===== src/rtl/alu_operand_stage.sv =====
// 6502 ALU operand stage: A/B operand capture on posedge phi_2, combinational function
// (binary/BCD add, logic ops, shift right), carry/overflow/half-carry registered on negedge.
module alu_operand_stage (
  input  logic       phi_2,
  input  logic       reset,
  input  logic [7:0] sb_bus,
  input  logic [7:0] db_bus,
  input  logic [7:0] adl_bus,
  input  logic       zero_add,
  input  logic       sb_add,
  input  logic       db_add,
  input  logic       ndb_add,
  input  logic       adl_add,
  input  logic       carry_in,
  input  logic       sums,
  input  logic       ands,
  input  logic       eors,
  input  logic       ors,
  input  logic       srs,
  input  logic       daa,
  input  logic       dsa,
  output logic [7:0] alu_to_add,
  output logic       acr,
  output logic       avr,
  output logic       hc
);

  logic [7:0] r_a;
  logic [7:0] r_b;
  logic       r_cin;
  logic       r_sums;
  logic       r_ands;
  logic       r_eors;
  logic       r_ors;
  logic       r_srs;
  logic       r_daa;
  logic       r_dsa;

  logic [8:0] w_s9;
  logic [4:0] w_lo_bin;
  logic       w_hc_bin;
  logic       w_avr_bin;
  logic [4:0] w_dlo;
  logic [4:0] w_dhi;
  logic       w_dhc;
  logic       w_dacr;
  logic [3:0] w_slo;
  logic [3:0] w_shi;
  logic [7:0] w_result;
  logic       w_acr;
  logic       w_avr;
  logic       w_hc;

  always_ff @(posedge phi_2 or posedge reset) begin
    if (reset) begin
      r_a    <= 8'h00;
      r_b    <= 8'h00;
      r_cin  <= 1'b0;
      r_sums <= 1'b0;
      r_ands <= 1'b0;
      r_eors <= 1'b0;
      r_ors  <= 1'b0;
      r_srs  <= 1'b0;
      r_daa  <= 1'b0;
      r_dsa  <= 1'b0;
    end else begin
      if (zero_add) begin
        r_a <= 8'h00;
      end else if (sb_add) begin
        r_a <= sb_bus;
      end
      if (db_add) begin
        r_b <= db_bus;
      end else if (ndb_add) begin
        r_b <= ~db_bus;
      end else if (adl_add) begin
        r_b <= adl_bus;
      end
      r_cin  <= carry_in;
      r_sums <= sums;
      r_ands <= ands;
      r_eors <= eors;
      r_ors  <= ors;
      r_srs  <= srs;
      r_daa  <= daa;
      r_dsa  <= dsa;
    end
  end

  // Binary sum and its flags; the decimal paths reuse these.
  always_comb begin
    w_s9      = {1'b0, r_a} + {1'b0, r_b} + {8'd0, r_cin};
    w_lo_bin  = {1'b0, r_a[3:0]} + {1'b0, r_b[3:0]} + {4'd0, r_cin};
    w_hc_bin  = w_lo_bin[4];
    w_avr_bin = (r_a[7] == r_b[7]) && (w_s9[7] != r_a[7]);
  end

  // Decimal add adjust: nibble carries come from the adjusted digits.
  always_comb begin
    w_dlo = w_lo_bin;
    w_dhc = 1'b0;
    if (w_lo_bin > 5'd9) begin
      w_dlo = w_lo_bin + 5'd6;
      w_dhc = 1'b1;
    end
    w_dhi  = {1'b0, r_a[7:4]} + {1'b0, r_b[7:4]} + {4'd0, w_dhc};
    w_dacr = 1'b0;
    if (w_dhi > 5'd9) begin
      w_dhi  = w_dhi + 5'd6;
      w_dacr = 1'b1;
    end
  end

  // Decimal subtract adjust: a borrow out of a nibble means that digit needs -6.
  always_comb begin
    w_slo = w_hc_bin ? w_s9[3:0] : (w_s9[3:0] - 4'd6);
    w_shi = w_s9[8]  ? w_s9[7:4] : (w_s9[7:4] - 4'd6);
  end

  always_comb begin
    w_result = 8'h00;
    w_acr    = 1'b0;
    w_avr    = 1'b0;
    w_hc     = 1'b0;
    if (r_sums) begin
      w_avr = w_avr_bin;
      if (r_daa) begin
        w_result = {w_dhi[3:0], w_dlo[3:0]};
        w_acr    = w_dacr;
        w_hc     = w_dhc;
      end else if (r_dsa) begin
        w_result = {w_shi, w_slo};
        w_acr    = w_s9[8];
        w_hc     = w_hc_bin;
      end else begin
        w_result = w_s9[7:0];
        w_acr    = w_s9[8];
        w_hc     = w_hc_bin;
      end
    end else if (r_ands) begin
      w_result = r_a & r_b;
    end else if (r_eors) begin
      w_result = r_a ^ r_b;
    end else if (r_ors) begin
      w_result = r_a | r_b;
    end else if (r_srs) begin
      w_result = {r_cin, r_a[7:1]};
      w_acr    = r_a[0];
    end
  end

  assign alu_to_add = w_result;

  always_ff @(negedge phi_2 or posedge reset) begin
    if (reset) begin
      acr <= 1'b0;
      avr <= 1'b0;
      hc  <= 1'b0;
    end else begin
      acr <= w_acr;
      avr <= w_avr;
      hc  <= w_hc;
    end
  end

endmodule


===== config.mk =====
export PLATFORM = sky130hd
export DESIGN_NAME = alu_operand_stage
export DESIGN_NICKNAME = d
export VERILOG_FILES = /design/src/rtl/alu_operand_stage.sv
export SDC_FILE = /design/constraint.sdc
export NUM_CORES = 1
export LEC_CHECK = 0
export ABC_CLOCK_PERIOD_IN_PS = 9600
export CORE_MARGIN = 3
export CORE_UTILIZATION = 25
export CTS_BUF_LIST = sky130_fd_sc_hd__clkbuf_4 sky130_fd_sc_hd__clkbuf_8
export CTS_CLUSTER_SIZE = 16
export DETAILED_ROUTE_END_ITERATION = 7
export SKIP_CTS_REPAIR_TIMING = 1
export SLEW_MARGIN = 5
export SYNTH_ARGS = -nofsm -noshare
export SYNTH_HDL_FRONTEND = slang
export SYNTH_SLANG_ARGS = --single-unit

===== constraint.sdc =====
create_clock -name phi_2 -period 9.6 [get_ports phi_2]
set_input_delay 0.96 -clock phi_2 [delete_from_list [all_inputs] [get_ports phi_2]]
set_output_delay 0.96 -clock phi_2 [all_outputs]
set_load 0.03 [all_outputs]

==> results_dict.tcl <==
set metrics [dict create \
    max_cap_violations 0 \
    synth.lib_cells_used.distinct 42 \
    grt_use_total_pct 11.7 \
    vdd_ir_drop_max_mv 0.0495 \
    wl_met1_mm 2.98 \
    ys_async_sr_fraction_pct 100 \
    post_route_cells_drive_above_1_share_pct 3.88 \
    timing.critical_path.to "acr" \
    syn_nets 360 \
    finalNetCount 400 \
    antenna_found_initial 0 \
    worst-path-stages 14 \
    clkSinkCount 27 \
    regToRegEndpoint "acr" \
    pin_count_of_the_biggest_net_entering_global_routing 28 \
    ff2ff_path_depth 14 \
    worstPathBufferInverterCount 1 \
    worst_setup_hold_path_clk_slew_ns 0.10 \
    cts_buffers 3 \
    gp_congestion 0.857 \
    synth-seq-area-share_pct 28.2 \
    worstPathMaxFanout 4 \
    dp.cells 460 \
    dieHeight_um 104 \
    timing.final.max_slew_violations 0 \
    cts_htree_levels 1 \
    setup_violations 0 \
    io_pins 50 \
    die_w_um 104 \
    netlist_instances 296 \
    final_cell_count_no_fill 464 \
    min_path_cells 2 \
    grt_pass1_wl_mm 10.4 \
    critical-path-slowest-cell "sky130_fd_sc_hd__fa_1" \
    multi_input_comb_area_mm2 0.00154 \
    critPathCaptureType "register" \
    die-area_mm2 0.0108 \
    drt_drc_violations_left 0 \
    synth_ff_type "sky130_fd_sc_hd__dfrtp_1" \
    detail_route.wl_per_cell_um 13.1 \
    area_delta_synth_final_pct 27.1 \
    rows 35 \
    layout_top_registers "r_a (8), r_b (8)" \
    ys_ff_latch 27 \
    post_synth_instance_area_mm2 0.00240 \
    worst_margin_slew_ns 0.584 \
    unrepaired_setup_endpoints_after_global_routing "false" \
    dp_hpwl_mm 4.98 \
    slew_headroom_pct 61.1 \
    power.static_leakage_nw 1.36 \
    hold_path.class "register to register" \
    floorplan.initialDensity_pct 25.8 \
    placement.io_buffers 49 \
    synth_warnings 0 \
    gr_ovfl_total 0 \
    crit_path_cell_trace "fa_1, fa_1, xnor2_1, ha_1, nand2_1, a32oi_1, a31oi_1, fa_1, inv_1, fa_1, nor3b_1, o41a_1, nand2_1, a32o_1" \
    syn-mean-instance-area_um2 8.10 \
    rr_startpoint "r_a[0]" \
    arrival_ns 4.67 \
    path_common_cell "sky130_fd_sc_hd__fa_1" \
    pwr_density_cell_mw_per_mm2 133 \
    first_global_vias 2066 \
    setup_tns_ns 0 \
    core_mm2 0.00928 \
    antenna-diode-count 0 \
    worstSetupStartpoint "r_a[0]" \
    tritoncts "built" \
    regArea_um2 676 \
    initialDrtViolationCount 97 \
    timing_worst_setup_path_type "register to register" \
    wl_met2_mm 2.69 \
    num_vias 2103 \
    dr.max_layer_used "met4" \
    worstSkewPairLatency_ns 0.29 \
    critical-path-max-stage-delay_ns 0.48 \
    dr_wl_met3_um 327 \
    clock-root-buffer "sky130_fd_sc_hd__clkbuf_8" \
    hold_viol_final 0 \
    route.antenna.remaining_nets 0 \
    crit_required_ns 4.94 \
    via_per_inst 4.53 \
    drtPass1Iterations 5 \
    worstSetupStartpointType "register" \
    run_status "complete, no violations" \
    synth_enable_flop_cells 0 \
    routed_wl_mm 6.07 \
    r2r_slack_ns 0.27 \
    filler_cell_count 1039 \
    final.setup_skew_ns 0.00755 \
    worst_path_dominant_cell_family "adder cells" \
    max-clock-path-buffers 2 \
]
-- per-stage QoR --
| stage | utilization [%] | setup slack (ns) | area (um^2) | power, mW | hold WS [ns] |
|---|---|---|---|---|---|
| after global routing | 32.8 | 0.0604 | 3050 | 0.438 | 0.634 |
| after detailed placement | 32.3 | 0.363 | 3000 | 0.334 | 0.573 |
| after CTS | 32.8 | 0.332 | 3050 | 0.408 | 0.599 |
| after global placement | 32.3 | 0.568 | 3000 | 0.329 | 0.569 |
| final | 32.8 | 0.267 | 3050 | 0.404 | 0.587 |
| after floorplan | - | 0.755 | 2400 | 0.270 | 0.537 |
-- worst register-to-register path, cell delays in order, from the launching register on --
cell                      delay [ns]
sky130_fd_sc_hd__dfrtp_1        0.44
sky130_fd_sc_hd__fa_1           0.48
sky130_fd_sc_hd__fa_1           0.45
sky130_fd_sc_hd__xnor2_1        0.35
sky130_fd_sc_hd__ha_1           0.21
sky130_fd_sc_hd__nand2_1        0.06
sky130_fd_sc_hd__a32oi_1        0.28
sky130_fd_sc_hd__a31oi_1        0.22
sky130_fd_sc_hd__fa_1           0.42
sky130_fd_sc_hd__inv_1          0.08
sky130_fd_sc_hd__fa_1           0.42
sky130_fd_sc_hd__nor3b_1        0.37
sky130_fd_sc_hd__o41a_1         0.27
sky130_fd_sc_hd__nand2_1        0.07
sky130_fd_sc_hd__a32o_1         0.27
-- cell usage in the layout, fill, tap and decap left out, types with 3 or more instances in the layout --
master / n
sky130_fd_sc_hd__clkdlybuf4s50_1: 49
sky130_fd_sc_hd__nand2_1: 37
sky130_fd_sc_hd__o21ai_0: 35
sky130_fd_sc_hd__inv_1: 33
sky130_fd_sc_hd__dfrtp_1: 24
sky130_fd_sc_hd__nor2_1: 22
sky130_fd_sc_hd__ha_1: 21
sky130_fd_sc_hd__mux2i_1: 20
sky130_fd_sc_hd__a21oi_1: 18
sky130_fd_sc_hd__xnor2_1: 8
sky130_fd_sc_hd__a221oi_1: 6
sky130_fd_sc_hd__a31oi_1: 4
sky130_fd_sc_hd__mux2_2: 4
sky130_fd_sc_hd__fa_1: 4
sky130_fd_sc_hd__nand2b_1: 3
sky130_fd_sc_hd__o31ai_1: 3
sky130_fd_sc_hd__o21bai_1: 3
sky130_fd_sc_hd__o211ai_1: 3
sky130_fd_sc_hd__dfrtn_1: 3
sky130_fd_sc_hd__clkbuf_8: 3
-- where the power goes --
group | internal (mW) | leakage, nW | switching, mW
Clock | 0.0327 | 0.0262 | 0.0388
Combinational | 0.0927 | 0.999 | 0.106
Sequential | 0.122 | 0.335 | 0.0118
-- cells by family after synthesis --
group / after synthesis / share of synthesized area, %
mux: 24 / 10.2
compound gates: 85 / 21.8
buf+inv: 48 / 7.56
simple gates: 77 / 14.3
flops: 27 / 28.2
fa+ha+maj: 25 / 14.3
xor+xnor: 10 / 3.65
-- area by class of cell --
type | instances | area share [%]
Sequential cell | 27 | 22.2
Clock buffer | 4 | 1.60
Inverter | 33 | 4.06
Multi-Input combinational cell | 221 | 50.6
Tap cell | 129 | 5.29
Timing Repair Buffer | 50 | 16.3
-- worst min path at each step --
stage	from	endpoint	slack, ns
6_report	r_a[4]	r_a[4]	0.59
5_1_grt	r_a[3]	r_a[3]	0.63
4_1_cts	r_a[4]	r_a[4]	0.60
3_5_place_dp	r_a[4]	r_a[4]	0.57
3_3_place_gp	r_a[3]	r_a[3]	0.57
2_1_floorplan	r_a[2]	r_a[2]	0.54
-- cell usage after synthesis (all sizes together) (4+ instances only) --
cell    count  area share (%)
nand2      37             5.8
o21ai      35             7.3
inv        33             5.2
dfrtp      24              25
nor2       22             3.4
ha         21              11
mux2i      20             8.3
a21oi      18             3.8
clkbuf     12             1.9
xnor2       8             2.9
a221oi      6             2.2
a31oi       4             1.0
fa          4             3.3
mux2        4             1.9
-- metal layers --
metal,track usage [%],vias to the layer above
li1,-,1097
met1,16.6,936
met2,18.4,64
met3,1.68,6
met4,3.23,0
met5,0,-
No activity file was read; power rests on OpenSTA's default activity.
